--- src/rtl/qif_mon_pkg.sv ---
// Shared types and default widths for the QIF spike monitor.
`timescale 1ns/1ps
package qif_mon_pkg;

  localparam int unsigned QIF_MON_WINDOW_W = 16;
  localparam int unsigned QIF_MON_CNT_W    = 8;
  localparam int unsigned QIF_MON_ISI_W    = 16;

  typedef enum logic {
    IDLE = 1'b0,
    RUN  = 1'b1
  } qif_mon_state_t;

endpackage

--- src/rtl/qif_spike_edge_detect.sv ---
// Rising-edge detector for a clk-synchronous spike line; spike_q follows the input
// unconditionally so a level that is already high never looks like an edge.
`timescale 1ns/1ps
module qif_spike_edge_detect (
  input  logic clk,
  input  logic rst_n,
  input  logic spike_in,
  output logic spike_edge_c
);

  logic r_spike_q;

  always_ff @(posedge clk or negedge rst_n) begin
    if (!rst_n) r_spike_q <= 1'b0;
    else        r_spike_q <= spike_in;
  end

  assign spike_edge_c = spike_in & ~r_spike_q;

endmodule

--- src/rtl/qif_spike_monitor.sv ---
// Windowed spike counter and inter-spike interval meter for the QIF neuron output.
// Define QIF_SPIKE_MON_ISI_EN to build the ISI logic; otherwise isi/isi_valid are tied low.
`timescale 1ns/1ps
module qif_spike_monitor
  import qif_mon_pkg::*;
#(
  parameter int unsigned WINDOW_W = QIF_MON_WINDOW_W,
  parameter int unsigned CNT_W    = QIF_MON_CNT_W,
  parameter int unsigned ISI_W    = QIF_MON_ISI_W
) (
  input  logic                clk,
  input  logic                rst_n,
  input  logic                enable,
  input  logic                spike_in,
  input  logic [WINDOW_W-1:0] window_len,
  output logic [CNT_W-1:0]    spike_count,
  output logic                count_valid,
  output logic                overflow,
  output logic [ISI_W-1:0]    isi,
  output logic                isi_valid
);

  qif_mon_state_t      r_state, w_state_nxt;
  logic [WINDOW_W-1:0] r_win_cnt, w_win_cnt_nxt;
  logic [CNT_W-1:0]    r_acc, w_acc_nxt, w_acc_inc;
  logic                r_ovf, w_ovf_nxt, w_ovf_inc;
  logic [CNT_W-1:0]    r_spike_count, w_spike_count_nxt;
  logic                r_count_valid, w_count_valid_nxt;
  logic                r_overflow, w_overflow_nxt;
  logic                w_edge;

  qif_spike_edge_detect u_edge (
    .clk          (clk),
    .rst_n        (rst_n),
    .spike_in     (spike_in),
    .spike_edge_c (w_edge)
  );

  // Saturating accumulate of this cycle's edge; the sticky flag catches edges lost at all-ones.
  assign w_acc_inc = (w_edge && (r_acc != '1)) ? r_acc + CNT_W'(1) : r_acc;
  assign w_ovf_inc = r_ovf | (w_edge & (r_acc == '1));

  always_ff @(posedge clk or negedge rst_n) begin
    if (!rst_n) begin
      r_state       <= IDLE;
      r_win_cnt     <= '0;
      r_acc         <= '0;
      r_ovf         <= 1'b0;
      r_spike_count <= '0;
      r_count_valid <= 1'b0;
      r_overflow    <= 1'b0;
    end else begin
      r_state       <= w_state_nxt;
      r_win_cnt     <= w_win_cnt_nxt;
      r_acc         <= w_acc_nxt;
      r_ovf         <= w_ovf_nxt;
      r_spike_count <= w_spike_count_nxt;
      r_count_valid <= w_count_valid_nxt;
      r_overflow    <= w_overflow_nxt;
    end
  end

  always_comb begin
    w_state_nxt       = r_state;
    w_win_cnt_nxt     = r_win_cnt;
    w_acc_nxt         = r_acc;
    w_ovf_nxt         = r_ovf;
    w_spike_count_nxt = r_spike_count;
    w_count_valid_nxt = 1'b0;
    w_overflow_nxt    = r_overflow;
    case (r_state)
      IDLE: begin
        if (enable && (window_len != '0)) begin
          w_state_nxt   = RUN;
          w_win_cnt_nxt = window_len - WINDOW_W'(1);
          w_acc_nxt     = '0;
          w_ovf_nxt     = 1'b0;
        end
      end
      RUN: begin
        if (!enable) begin
          w_state_nxt = IDLE;
        end else if (r_win_cnt == '0) begin
          // Last window cycle: publish, clear, and resample the length for the next window.
          w_spike_count_nxt = w_acc_inc;
          w_overflow_nxt    = w_ovf_inc;
          w_count_valid_nxt = 1'b1;
          w_acc_nxt         = '0;
          w_ovf_nxt         = 1'b0;
          if (window_len == '0) w_state_nxt = IDLE;
          else                  w_win_cnt_nxt = window_len - WINDOW_W'(1);
        end else begin
          w_win_cnt_nxt = r_win_cnt - WINDOW_W'(1);
          w_acc_nxt     = w_acc_inc;
          w_ovf_nxt     = w_ovf_inc;
        end
      end
      default: w_state_nxt = IDLE;
    endcase
  end

  assign spike_count = r_spike_count;
  assign count_valid = r_count_valid;
  assign overflow    = r_overflow;

`ifdef QIF_SPIKE_MON_ISI_EN
  logic             w_run_act;
  logic             r_armed, w_armed_nxt;
  logic [ISI_W-1:0] r_ivl, w_ivl_nxt;
  logic [ISI_W-1:0] r_isi, w_isi_nxt;
  logic             r_isi_valid, w_isi_valid_nxt;

  assign w_run_act = (r_state == RUN) && enable;

  always_ff @(posedge clk or negedge rst_n) begin
    if (!rst_n) begin
      r_armed     <= 1'b0;
      r_ivl       <= '0;
      r_isi       <= '0;
      r_isi_valid <= 1'b0;
    end else begin
      r_armed     <= w_armed_nxt;
      r_ivl       <= w_ivl_nxt;
      r_isi       <= w_isi_nxt;
      r_isi_valid <= w_isi_valid_nxt;
    end
  end

  // First edge of a run only arms; the interval counter saturates so long gaps read all-ones.
  always_comb begin
    w_armed_nxt     = r_armed;
    w_ivl_nxt       = r_ivl;
    w_isi_nxt       = r_isi;
    w_isi_valid_nxt = 1'b0;
    if (!w_run_act) begin
      w_armed_nxt = 1'b0;
    end else if (w_edge) begin
      if (r_armed) begin
        w_isi_nxt       = r_ivl;
        w_isi_valid_nxt = 1'b1;
      end
      w_ivl_nxt   = ISI_W'(1);
      w_armed_nxt = 1'b1;
    end else if (r_ivl != '1) begin
      w_ivl_nxt = r_ivl + ISI_W'(1);
    end
  end

  assign isi       = r_isi;
  assign isi_valid = r_isi_valid;
`else
  assign isi       = '0;
  assign isi_valid = 1'b0;
`endif

endmodule
--- config.mk ---
export PLATFORM = sky130hd
export DESIGN_NAME = qif_spike_monitor
export DESIGN_NICKNAME = d
export VERILOG_FILES = /design/src/rtl/qif_mon_pkg.sv /design/src/rtl/qif_spike_edge_detect.sv /design/src/rtl/qif_spike_monitor.sv
export SDC_FILE = /design/constraint.sdc
export NUM_CORES = 1
export LEC_CHECK = 0
export ABC_CLOCK_PERIOD_IN_PS = 4600
export BUFFER_PORTS_ARGS = -buffer_cell sky130_fd_sc_hd__buf_2
export CAP_MARGIN = 30
export CORE_MARGIN = 2
export CORE_UTILIZATION = 35
export CTS_CLUSTER_SIZE = 20
export DETAILED_ROUTE_END_ITERATION = 8
export GPL_ROUTABILITY_DRIVEN = 0
export PLACE_DENSITY = 0.57
export SYNTH_ARGS = -nofsm -noshare
export SYNTH_HDL_FRONTEND = slang
export SYNTH_SLANG_ARGS = --single-unit
export TNS_END_PERCENT = 30
--- constraint.sdc ---
create_clock -name clk -period 4.6 [get_ports clk]
set_clock_uncertainty 0.15 [all_clocks]
set_input_delay 0 -clock clk [delete_from_list [all_inputs] [get_ports clk]]
set_output_delay 0 -clock clk [all_outputs]
set_load 0.1 [all_outputs]
## Yosys cells after proc, flatten, opt, wreduce, memory -nomap -nowiden

Cells that the tools add are included.

- Register bits: 37
- Input bits: 20
- Output and inout port bits: 27

- Add/subtract/negate cells: 3
- Bitwise gates (word level): 5
- Mux-type cells: 22
- Eq/ne operators: 5
- Reduce and logical (&&, ||, !) cells: 8

Operators with widths:

| cell | number |
|---|---|
| $mux 16 | 4 |
| $logic_not 16->1 | 2 |
| $mux 8 | 4 |
| $pmux 16 s2 | 1 |
| $sub 16x1->16 const B | 2 |
| $pmux 8 s2 | 1 |
| $reduce_bool 16->1 | 1 |
| $mux 1 | 10 |
| $add 8x1->8 const B | 1 |
| $eq 8x8->1 const B | 1 |
| $ne 8x8->1 const B | 1 |
| $reduce_and 3->1 | 2 |
| $ne 2x2->1 const B | 2 |
| $pmux 1 s2 | 2 |
| $ne 3x3->1 const B | 1 |
| $and 1x1->1 | 2 |
| $logic_and 1x1->1 | 2 |
| $not 1->1 | 2 |
| $reduce_and 2->1 | 1 |
| $or 1x1->1 | 1 |

## Logic depth before layout (Yosys ltp)

Gate-level depths: netlist of the first run.

- Word-level depth: 7
- Mapped depth: 11
- Mapped depth without buffers: 8

## Modules after synthesis

A second synthesis of the first run with hierarchy kept.

- Cell total of the unflattened synthesis: 301
- Area total of the unflattened synthesis: 2740.1 um^2

Modules (own cells, without submodules):

| module | times used | area an instance (um^2) | sequential area each (um^2) | cells each |
|---|---|---|---|---|
| qif_spike_monitor | 1 | 2701.3 | 900.9 | 299 |
| qif_spike_edge_detect | 1 | 38.8 | 25.0 | 2 |

## Worst setup path after synthesis of the first run

No wires, ideal clock.

- Kind: register -> register
- Start: reg r_win_cnt[0]
- End: reg r_win_cnt[15]
- Path slack: 2.287 ns
- Data required time: 4.332 ns
- Data arrival time: 2.045 ns
- Path buffers: 3
- Stages on the path, launching flop included: 11
- Cell sequence: dfrtp_1 -> clkbuf_1 -> inv_1 -> ha_1 -> nor4b_1 -> nand4_2 -> buf_6 -> and2_4 -> buf_6 -> o31ai_1 -> o2bb2a_4

- Longest elaborated chain between the ends: 4
- Elaborated cells between the ends (all ways): 7
- Classes of those cells: add/sub (1); eq/ne (1); mux (3); reduce/logical (2)

RTL lines:

| what | line | text |
|---|---|---|
| from (decl) | qif_spike_monitor.sv:24 | `logic [WINDOW_W-1:0] r_win_cnt, w_win_cnt_nxt;` |
| from (signal assigned) | qif_spike_monitor.sv:54 | `r_win_cnt <= w_win_cnt_nxt;` |
| $sub 16x1->16 or $logic_not 16->1 (tied branches) | qif_spike_monitor.sv:93, qif_spike_monitor.sv:83 |  |
| $mux 16 | qif_spike_monitor.sv:83 | `end else if (r_win_cnt == '0) begin` |
| $mux 16 | qif_spike_monitor.sv:81 | `if (!enable) begin` |
| $pmux 16 s2 | qif_spike_monitor.sv:71 | `case (r_state)` |

Several ways; a longest one is shown, not always the timed one. The select of a mux whose other input is x is not followed.
A chain may end at the register's enable or synchronous reset.

## Final worst setup path of the first run

- Start: reg r_win_cnt[0]
- End: reg r_win_cnt[5]

The elaborated chain is that of the path after synthesis.

==> metrics.txt, run 1 <==
GRT busiest layer met2; Hold Buf Count CTS 5; status finished, final reports clean; Post-CTS Setup Bufs 0; synthesis-stage register bit count 37; CP Launch Type flip-flop; first-pass GRT wire length 10200 um; max-slew violations 0; hold path depth 4; Peak VDD IR approximately 130 uV; placed inst area around 2700 um^2; area of the multi-input gates 1460 um^2; area leader, netlist dfrtp_1; drt wl/cell between 10 and 15 um; P per Cell Area approximately 330 nW/um^2; Area Growth Syn to Fin 11.1%; Relative slew margins 0.443; f_max 0.350 GHz; GR Util met3 0.0260; CTS Buf Count 5; # fillers between 700 and 800; synthesized instance count around 300; TritonRoute pass-1 iters 4; fraction of registers with async set/reset 1.00; largest net degree at the start of global routing 38; antenna viol nets, final 0; nets@finish around 350; CTS sink cnt 37; # H-tree levels 2; largest cells by area after synthesis dfrtp_1, buf_4, a21oi_1, xnor2_1, nor2_1; area share of the largest cell type after synthesis 0.358; initial drt markers 105; GRT Resource Usage Total 0.152; Syn Std Cell Area between 2000 and 3000 um^2; met2 usage 0.247; DIE WIDTH 90.0 um; # setup viols final 0; row cnt 31; crit path time final roughly 2.9 ns; die area 8100 um^2; register area share after synthesis 0.358; ratio of cells with drive above 1 in the final layout 0.151; DR vias between 2000 and 2500; Netlist cell types 57; main flop type after synthesis dfrtp_1; Syn Area/Cell 8.77 um^2; crit path kind flip-flop to flip-flop; Post-synth EDFFs 0; register area about 900 um^2; max-cap viol count 0; unrepaired setup endpoints after global routing false; I/O Buffers 29; Slew @ Worst Pin between 0.8 and 0.9 ns; Clock Pin Slew Worst Setup and Hold Paths 0.08 ns; Routed WL ~6000 um; most instantiated library cell after synthesis dfrtp_1; WHS between 0.01 and 0.015 ns; met1 GRT Util 0.211; worst-case clock buffer depth 2; DRC 0; setup_tns 0 ns; GRT overflow 0; diode count 0; clk root buf clkbuf_8; final worst path period share 0.620; Hold Crit Class primary input to flip-flop; Leak 1.23 nW; TritonCTS clock tree yes; Final Hold Vio Count 0; final instance area roughly 2900 um^2; die extent in y about 90 um; Post-synth top cells dfrtp_1, nor2_1, a21oi_1; Worst R2R Path Depth 8; post-cts resize count 0; WP data arrival 2.85 ns; vias per cell about 5.2; initial antenna violation count 0; Synth warnings 0; vias in the first global route between 2000 and 2500; Worst Path Required around 4.6 ns; Skew-Pair Late Insertion Delay 0.29 ns; io pins 47; hpwl dp 4300 um; CP Capture Type flip-flop; Max FO, Critical Path 22; Starting Density 0.359; Core ar. just over 7000 um^2
-- path summary, 6_finish.rpt --
kind	slack [ns]	startpoint	end
worst min-delay path	0.01	window_len[14]	r_win_cnt[14]$_DFFE_PN0P_
worst max register to register	1.75	r_win_cnt[0]$_DFFE_PN0P_	r_win_cnt[5]$_DFFE_PN0P_
max in group asynchronous	3.59	rst_n	r_win_cnt[0]$_DFFE_PN0P_
min in group asynchronous	0.19	rst_n	r_win_cnt[12]$_DFFE_PN0P_
worst max-delay path	1.75	r_win_cnt[0]$_DFFE_PN0P_	r_win_cnt[5]$_DFFE_PN0P_
worst min register to register	0.37	r_ovf$_DFFE_PN0P_	r_ovf$_DFFE_PN0P_
-- critical path, stage by stage, from the launching register on --
cell and delay (ns):
dfrtp_1 0.45, inv_1 0.11, ha_1 0.16, nor4b_1 0.29
nand4_2 0.33, a22oi_2 0.48, inv_1 0.43, o21ai_0 0.18
a22oi_1 0.12
-- layer usage --
| layer | share of wire | vias up |
|---|---|---|
| li1 | - | 1103 |
| met1 | 0.49 | 1028 |
| met2 | 0.45 | 64 |
| met3 | 0.047 | 7 |
| met4 | 0.0092 | 0 |
| met5 | 0 | - |
-- power breakdown --
| group | internal, mW | switching (mW) |
|---|---|---|
| Combinational | 0.0833 | 0.164 |
| Clock | 0.158 | 0.124 |
| Sequential | 0.361 | 0.0579 |
-- area by class of cell --
cell class,instances,area share
multi-input combinational,229,0.507
timing repair buffer,35,0.0705
tap,99,0.0431
inverter,16,0.0209
clock buffer,5,0.0239
sequential,37,0.322
clock inverter,2,0.0122
-- placed cells by master (no fill, tap or decap), types with 2 or more instances in the layout --
cell,netlist,layout
nand3_1,12,12
a2bb2oi_1,2,2
nor4b_1,2,2
nor2_1,23,23
a21o_1,3,3
nor4_4,2,2
nand3b_1,2,2
dlygate4sd3_1,0,5
nor3_1,13,13
mux2i_1,5,5
clkbuf_8,0,5
nand2_1,18,18
a22oi_1,3,3
ha_1,4,4
inv_1,16,16
nand4_1,13,13
o2111ai_1,2,2
o22ai_1,5,5
a21oi_1,21,21
and4_1,3,3
xor2_1,6,6
dfrtp_1,37,37
nand2b_1,3,3
a22o_1,5,5
or3_1,3,3
nor4_1,5,5
xnor2_1,12,12
o21ai_0,17,17
conb_1,1,17
buf_2,6,29
nand4b_1,2,2
o2bb2ai_1,2,2
-- cell families after synthesis --
group	synth area share
xor+xnor	0.0609
flops	0.358
fa+ha+maj	0.0193
other cells	0.00145
simple gates	0.248
buf+inv	0.102
mux	0.0295
compound gates	0.182
-- registers in the layout, indices dropped and copies added (netlist names) --
register and flops:
r_state 1, r_ovf 1, count_valid 1, overflow 1, spike_count 8, r_win_cnt 16
u_edge.r_spike_q 1, r_acc 8
-- through the flow --
stage / power [mW] / setup slack, ns / utilization / std cells
2_1_floorplan: 0.618 / 2.29 / - / 311
3_3_place_gp: 0.666 / 1.83 / 0.377 / 411
3_5_place_dp: 0.667 / 1.75 / 0.377 / 411
4_1_cts: 0.954 / 1.73 / 0.399 / 423
5_1_grt: 1.01 / 1.46 / 0.399 / 423
6_report: 0.948 / 1.75 / 0.399 / 423
Power figures use the tool's default switching activity.
==> run 2, diff against run 1 <==
--- a/config.mk
+++ b/config.mk
@@ -5,7 +5,7 @@
 export SDC_FILE = /design/constraint.sdc
 export NUM_CORES = 1
 export LEC_CHECK = 0
-export ABC_CLOCK_PERIOD_IN_PS = 4600
+export ABC_CLOCK_PERIOD_IN_PS = 2500
 export BUFFER_PORTS_ARGS = -buffer_cell sky130_fd_sc_hd__buf_2
 export CAP_MARGIN = 30
 export CORE_MARGIN = 2
@@ -13,7 +13,7 @@
 export CTS_CLUSTER_SIZE = 20
 export DETAILED_ROUTE_END_ITERATION = 8
 export GPL_ROUTABILITY_DRIVEN = 0
-export PLACE_DENSITY = 0.57
+export PLACE_DENSITY = 0.59
 export SYNTH_ARGS = -nofsm -noshare
 export SYNTH_HDL_FRONTEND = slang
 export SYNTH_SLANG_ARGS = --single-unit
==> constraint.sdc (replaced) <==
create_clock -name clk -period 2.5 [get_ports clk]
set_clock_uncertainty 0.15 [all_clocks]
set_input_delay 0 -clock clk [delete_from_list [all_inputs] [get_ports clk]]
set_output_delay 0 -clock clk [all_outputs]
set_load 0.1 [all_outputs]
==> metrics.txt, run 2 (same netlist as run 1, synthesis figures left out) <==
Core ar. 7210 um^2 (unchanged); Worst Path Required 2.53 ns (-2.07 ns); unrepaired setup endpoints after global routing false; CP Capture Type flip-flop; register area 926 um^2 (unchanged); max-slew violations 0 (unchanged); Starting Density 0.359 (unchanged); hpwl dp 4460 um (+3.7%); # setup viols final 0 (unchanged); CTS Buf Count 5 (unchanged); commonest cells after routing, fill and taps aside dfrtp_1, buf_2, nor2_1, a21oi_1; worst-case clock buffer depth 2 (unchanged); initial drt markers 73 (-30%); drt wl/cell 14.2 um (+0.59%); status finished, final reports clean; max-cap viol count 0 (unchanged); ratio of cells with drive above 1 in the final layout 0.201 (+0.0499); power share of the combinational group 0.303 (+0.042); GRT overflow 0 (unchanged); Biggest register r_win_cnt; CTS sink cnt 37 (unchanged); Slew @ Worst Pin 0.837 ns (+0.00118 ns); CP Launch Type flip-flop; Largest register FFs 16 (unchanged); diode count 0 (unchanged); DRC 0 (unchanged); row cnt 31 (unchanged); vias per cell 5.18 (-0.47%); most common cell after layout, fill and taps aside dfrtp_1; # fillers 766 (+2.4%); WP data arrival 2.37 ns (-0.48 ns); nets@finish 366 (+5.2%); Max FO, Critical Path 16 (-27%); Flop pwr share 0.450 (+0.008); clock power share 0.247 (-0.050); placed inst area 2830 um^2 (+3.9%); crit path time final 2.34 ns (-0.519 ns); vias in the first global route 2176 (+3.5%); clk root buf clkbuf_8; I/O Buffers 29 (unchanged); first-pass GRT wire length 10600 um (+3.3%); Relative slew margins 0.442 (-0.000788); Routed WL 6290 um (+5.1%); die extent in y 90.0 um (unchanged); Peak VDD IR 188 uV (+44%); crit path kind flip-flop to flip-flop; area of the multi-input gates 1470 um^2 (+0.43%); f_max 0.428 GHz (+22%); P per Cell Area 562 nW/um^2 (+71%); final instance area 3000 um^2 (+4.3%); Leak 1.30 nW (+5.6%); Skew-Pair Late Insertion Delay 0.29 ns (about the same); Sw Share 0.383 (+0.0178); TritonRoute pass-1 iters 4 (unchanged); initial antenna violation count 0 (unchanged); DR vias 2290 (+4.0%); DIE WIDTH 90.0 um (unchanged); # H-tree levels 2 (unchanged); final worst path period share 0.934 (+0.314); largest net degree at the start of global routing 38 (unchanged); io pins 47 (unchanged); antenna viol nets, final 0 (unchanged); Hold Crit Class primary input to flip-flop; GRT Resource Usage Total 0.158 (+0.00646); Final Hold Vio Count 0 (unchanged); TritonCTS clock tree yes; Area Growth Syn to Fin 15.9%; Clock Pin Slew Worst Setup and Hold Paths 0.07 ns (about the same); Net Switching 645 uW (+87%); Internal 1.04 mW (+73%); die area 8100 um^2 (unchanged); setup_tns 0 ns (unchanged)
==> run 2: changes by cell type in the layout (fill, tap and decap cells not counted), sizes merged <==
cell,change
buf,+17
clkinvlp,+2
bufinv,-1
clkbuf,+1
clkinv,+1
inv,-1
==> run 2: critical path, stage by stage, from the launching register on <==
cell	delay [ns]
dfrtp_1	0.43
inv_1	0.09
ha_1	0.16
nor4b_2	0.26
nand4_2	0.22
buf_4	0.21
and2_4	0.22
o31ai_1	0.30
o2bb2a_4	0.18
==> run 2: through the flow <==
| step | hold slack [ns] | setup slack [ns] | total power [mW] | std cells | util |
|---|---|---|---|---|---|
| after CTS | 0.0173 | 0.0409 | 1.69 | 438 | 0.410 |
| after floorplan | -0.446 | 0.187 | 1.14 | 311 | - |
| after global placement | -0.0151 | 0.202 | 1.25 | 425 | 0.392 |
| after detailed placement | -0.0115 | 0.0494 | 1.26 | 425 | 0.392 |
| final | 0.0288 | 0.165 | 1.69 | 442 | 0.416 |
| after global routing | 0.0537 | 0.0211 | 1.80 | 442 | 0.416 |
==> run 2: timing repair <==
action,4_1_cts,5_1_grt
setup endpoints to repair,0,20
setup buffers,0,3
hold buffers,5,0
resized for setup,0,3
hold endpoints to repair,42,0
==> run 2: final cells by class <==
| class | instances | area share |
|---|---|---|
| clock buffers | 6 | 0.0242 |
| clock inverters | 2 | 0.00334 |
| inverters | 16 | 0.0213 |
| multi-input cells | 229 | 0.489 |
| flip-flops and latches | 37 | 0.309 |
| well taps | 99 | 0.0413 |
| repair buffers | 52 | 0.110 |
| repair inverters | 1 | 0.00250 |
==> run 2: worst paths after layout <==
| path | start | end | slack [ns] | cells past startpoint |
|---|---|---|---|---|
| setup / recovery | r_win_cnt[1]$_DFFE_PN0P_ | r_win_cnt[15]$_DFFE_PN0P_ | 0.16 | 8 |
| max in group asynchronous | rst_n | r_win_cnt[5]$_DFFE_PN0P_ | 1.47 | 2 |
| hold reg to reg | spike_count[3]$_DFFE_PN0P_ | spike_count[3]$_DFFE_PN0P_ | 0.37 | 2 |
| setup reg to reg | r_win_cnt[1]$_DFFE_PN0P_ | r_win_cnt[15]$_DFFE_PN0P_ | 0.16 | 8 |
| hold / removal | window_len[9] | r_win_cnt[9]$_DFFE_PN0P_ | 0.03 | 4 |
| min in group asynchronous | rst_n | spike_count[3]$_DFFE_PN0P_ | 0.19 | 2 |
==> run 2: metal layers <==
layer	part of all wire	GRT usage	routed length (um)
met5	0	0	0
met4	0.015	0.0397	93
met3	0.040	0.0310	254
met2	0.46	0.260	2910
met1	0.48	0.216	3040
==> run 2: power by group through the flow <==
| stage | combinational [mW] | clock (mW) | sequential (mW) |
|---|---|---|---|
| floorplan | 0.390 | 0 | 0.747 |
| global route | 0.562 | 0.466 | 0.771 |
| finish | 0.511 | 0.417 | 0.759 |
| global placement | 0.492 | 0 | 0.763 |
| detailed placement | 0.498 | 0 | 0.763 |
| CTS | 0.503 | 0.432 | 0.754 |
==> run 3, diff against run 2 <==
--- a/config.mk
+++ b/config.mk
@@ -5,15 +5,15 @@
 export SDC_FILE = /design/constraint.sdc
 export NUM_CORES = 1
 export LEC_CHECK = 0
-export ABC_CLOCK_PERIOD_IN_PS = 2500
+export ABC_CLOCK_PERIOD_IN_PS = 2900
 export BUFFER_PORTS_ARGS = -buffer_cell sky130_fd_sc_hd__buf_2
-export CAP_MARGIN = 30
+export CAP_MARGIN = 40
 export CORE_MARGIN = 2
 export CORE_UTILIZATION = 35
 export CTS_CLUSTER_SIZE = 20
 export DETAILED_ROUTE_END_ITERATION = 8
 export GPL_ROUTABILITY_DRIVEN = 0
-export PLACE_DENSITY = 0.59
+export PLACE_DENSITY = 0.57
 export SYNTH_ARGS = -nofsm -noshare
 export SYNTH_HDL_FRONTEND = slang
 export SYNTH_SLANG_ARGS = --single-unit
==> constraint.sdc (replaced) <==
create_clock -name clk -period 2.9 [get_ports clk]
set_clock_uncertainty 0.15 [all_clocks]
set_input_delay 0.58 -clock clk [delete_from_list [all_inputs] [get_ports clk]]
set_output_delay 0.58 -clock clk [all_outputs]
set_load 0.1 [all_outputs]
==> metrics.txt, run 3 (same netlist as run 1, synthesis figures left out) <==
most common cell after layout, fill and taps aside dfrtp_1; clock power share 0.305 (+0.058); Largest register FFs 16 (unchanged); # H-tree levels 2 (unchanged); CP Launch Type flip-flop; CP most frequent cell inv_1; drt wl/cell 14.4 um (+1.5%); WP data arrival 2.73 ns (+0.36 ns); register area 926 um^2 (unchanged); Crit path largest cell delay 0.51 ns (+0.08 ns); TritonCTS clock tree yes; power share of the combinational group 0.265 (-0.038); max-cap viol count 0 (unchanged); final worst path period share 0.933 (about the same); Internal 992 uW (-4.7%); crit path cell chain inv_1 -> ha_1 -> nor4b_1 -> nand4_2 -> buf_4 -> a22oi_2 -> inv_1 -> o21ai_0 -> a221o_1; final core utilization 0.405 (-0.0102); placed inst area 2810 um^2 (-0.62%); Flop pwr share 0.430 (-0.020); Crit Reg-Reg Endpoint r_win_cnt[11]$_DFFE_PN0P_; DRC 0 (unchanged); Net Switching 543 uW (-16%); hpwl dp 4630 um (+3.6%); diode count 0 (unchanged); io pins 47 (unchanged); CP Capture Type flip-flop; Sw Share 0.354 (-0.0288); Relative slew margins 0.515 (+0.0735); Max FO, Critical Path 22 (+6); first-pass GRT wire length 10400 um (-1.2%); f_max 0.369 GHz (-14%); vias in the first global route 2140 (-1.7%); # setup viols final 0 (unchanged); FF-to-FF Start r_win_cnt[0]$_DFFE_PN0P_; row cnt 31 (unchanged); Starting Density 0.359 (unchanged); max-slew violations 0 (unchanged); Clock Pin Slew Worst Setup and Hold Paths 0.08 ns (about the same); # fillers 749 (-2.2%); post-cts resize count 0 (unchanged); Slowest cell on crit path inv_1; CTS sink cnt 37 (unchanged); nets@finish 353 (-3.6%); Peak VDD IR 178 uV (-5.4%); worst-case clock buffer depth 2 (unchanged); I/O Buffers 29 (unchanged); P per Cell Area 525 nW/um^2 (-6.7%); Leak 1.26 nW (-2.4%); GRT overflow 0 (unchanged); initial drt markers 109 (+49%); final instance area 2930 um^2 (-2.5%); CP startpoint r_win_cnt[0]$_DFFE_PN0P_; Final Hold Vio Count 0 (unchanged); area of the multi-input gates 1460 um^2 (-0.43%); crit path kind flip-flop to flip-flop; die area 8100 um^2 (unchanged); Biggest register r_win_cnt; Worst Path Required 2.92 ns (+0.39 ns); crit path time final 2.71 ns (+0.372 ns); Post-CTS Setup Bufs 0 (unchanged); Routed WL 6200 um (-1.5%); Worst R2R Path Depth 9 (+1); GRT Resource Usage Total 0.158 (-0.000649); vias per cell 5.19 (+0.15%); Skew-Pair Late Insertion Delay 0.29 ns (about the same); Hold Crit Class primary input to async pin; Hold Buf Count CTS 0 (-5); unrepaired setup endpoints after global routing false; DIE WIDTH 90.0 um (unchanged); die extent in y 90.0 um (unchanged); ratio of cells with drive above 1 in the final layout 0.179 (-0.0224); clk root buf clkbuf_8; TritonRoute pass-1 iters 4 (unchanged); CTS Buf Count 5 (unchanged); r2r setup slk 0.19 ns (+0.03 ns); Core ar. 7210 um^2 (unchanged); antenna viol nets, final 0 (unchanged); setup_tns 0 ns (unchanged); status finished, final reports clean; Slew @ Worst Pin 0.719 ns (-0.118 ns); commonest cells after routing, fill and taps aside dfrtp_1, buf_2, nor2_1, a21oi_1, nand2_1; largest net degree at the start of global routing 27 (-29%); initial antenna violation count 0 (unchanged); DR vias 2226 (-2.8%); Area Growth Syn to Fin 13.1%
==> run 3: power by group through the flow <==
stage | sequential, mW | combinational (mW) | clock, mW
after floorplan | 0.644 | 0.336 | 0
after global routing | 0.670 | 0.445 | 0.509
after CTS | 0.658 | 0.407 | 0.479
final | 0.660 | 0.406 | 0.468
after global placement | 0.666 | 0.397 | 0
after detailed placement | 0.666 | 0.407 | 0
==> run 3: worst max-delay path by stage <==
stage	to	cells past startpoint
after floorplan	r_win_cnt[3]$_DFFE_PN0P_	9
after global placement	r_win_cnt[11]$_DFFE_PN0P_	9
after detailed placement	r_win_cnt[11]$_DFFE_PN0P_	9
after CTS	r_win_cnt[11]$_DFFE_PN0P_	9
after global routing	r_win_cnt[11]$_DFFE_PN0P_	9
final	r_win_cnt[11]$_DFFE_PN0P_	9
==> run 3: worst max-delay path, delay by kind of cell, from the launching register on <==
kind                     cells  cell delay (ns)
AO/OA/AOI/OAI                3             0.59
adder cells (fa/ha/maj)      1             0.23
buffers and inverters        3             0.80
flip-flops                   1             0.48
AND/OR/NAND/NOR              2             0.33
==> run 3: area by class of cell <==
type / count / area share
clock buffers: 7 / 0.0295
clock inverters: 1 / 0.0103
inverters: 16 / 0.0205
multi-input cells: 229 / 0.499
flip-flops and latches: 37 / 0.317
well taps: 99 / 0.0423
repair buffers: 40 / 0.0821
==> run 3: metrics by stage <==
stage,instances,setup slack [ns],total power [mW],hold slack [ns]
6_report,429,0.193,1.54,0.0165
3_5_place_dp,421,0.239,1.07,0.336
2_1_floorplan,311,0.552,0.980,0.134
4_1_cts,429,0.224,1.54,0.0161
3_3_place_gp,420,0.277,1.06,0.341
5_1_grt,429,0.0482,1.62,0.0311
==> run 3: layer usage <==
layer | vias up | track usage | share of wire
li1 | 1113 | - | -
met1 | 1060 | 0.219 | 0.50
met2 | 51 | 0.255 | 0.46
met3 | 2 | 0.0260 | 0.038
met4 | 0 | 0.0462 | 0.0050
met5 | - | 0 | 0
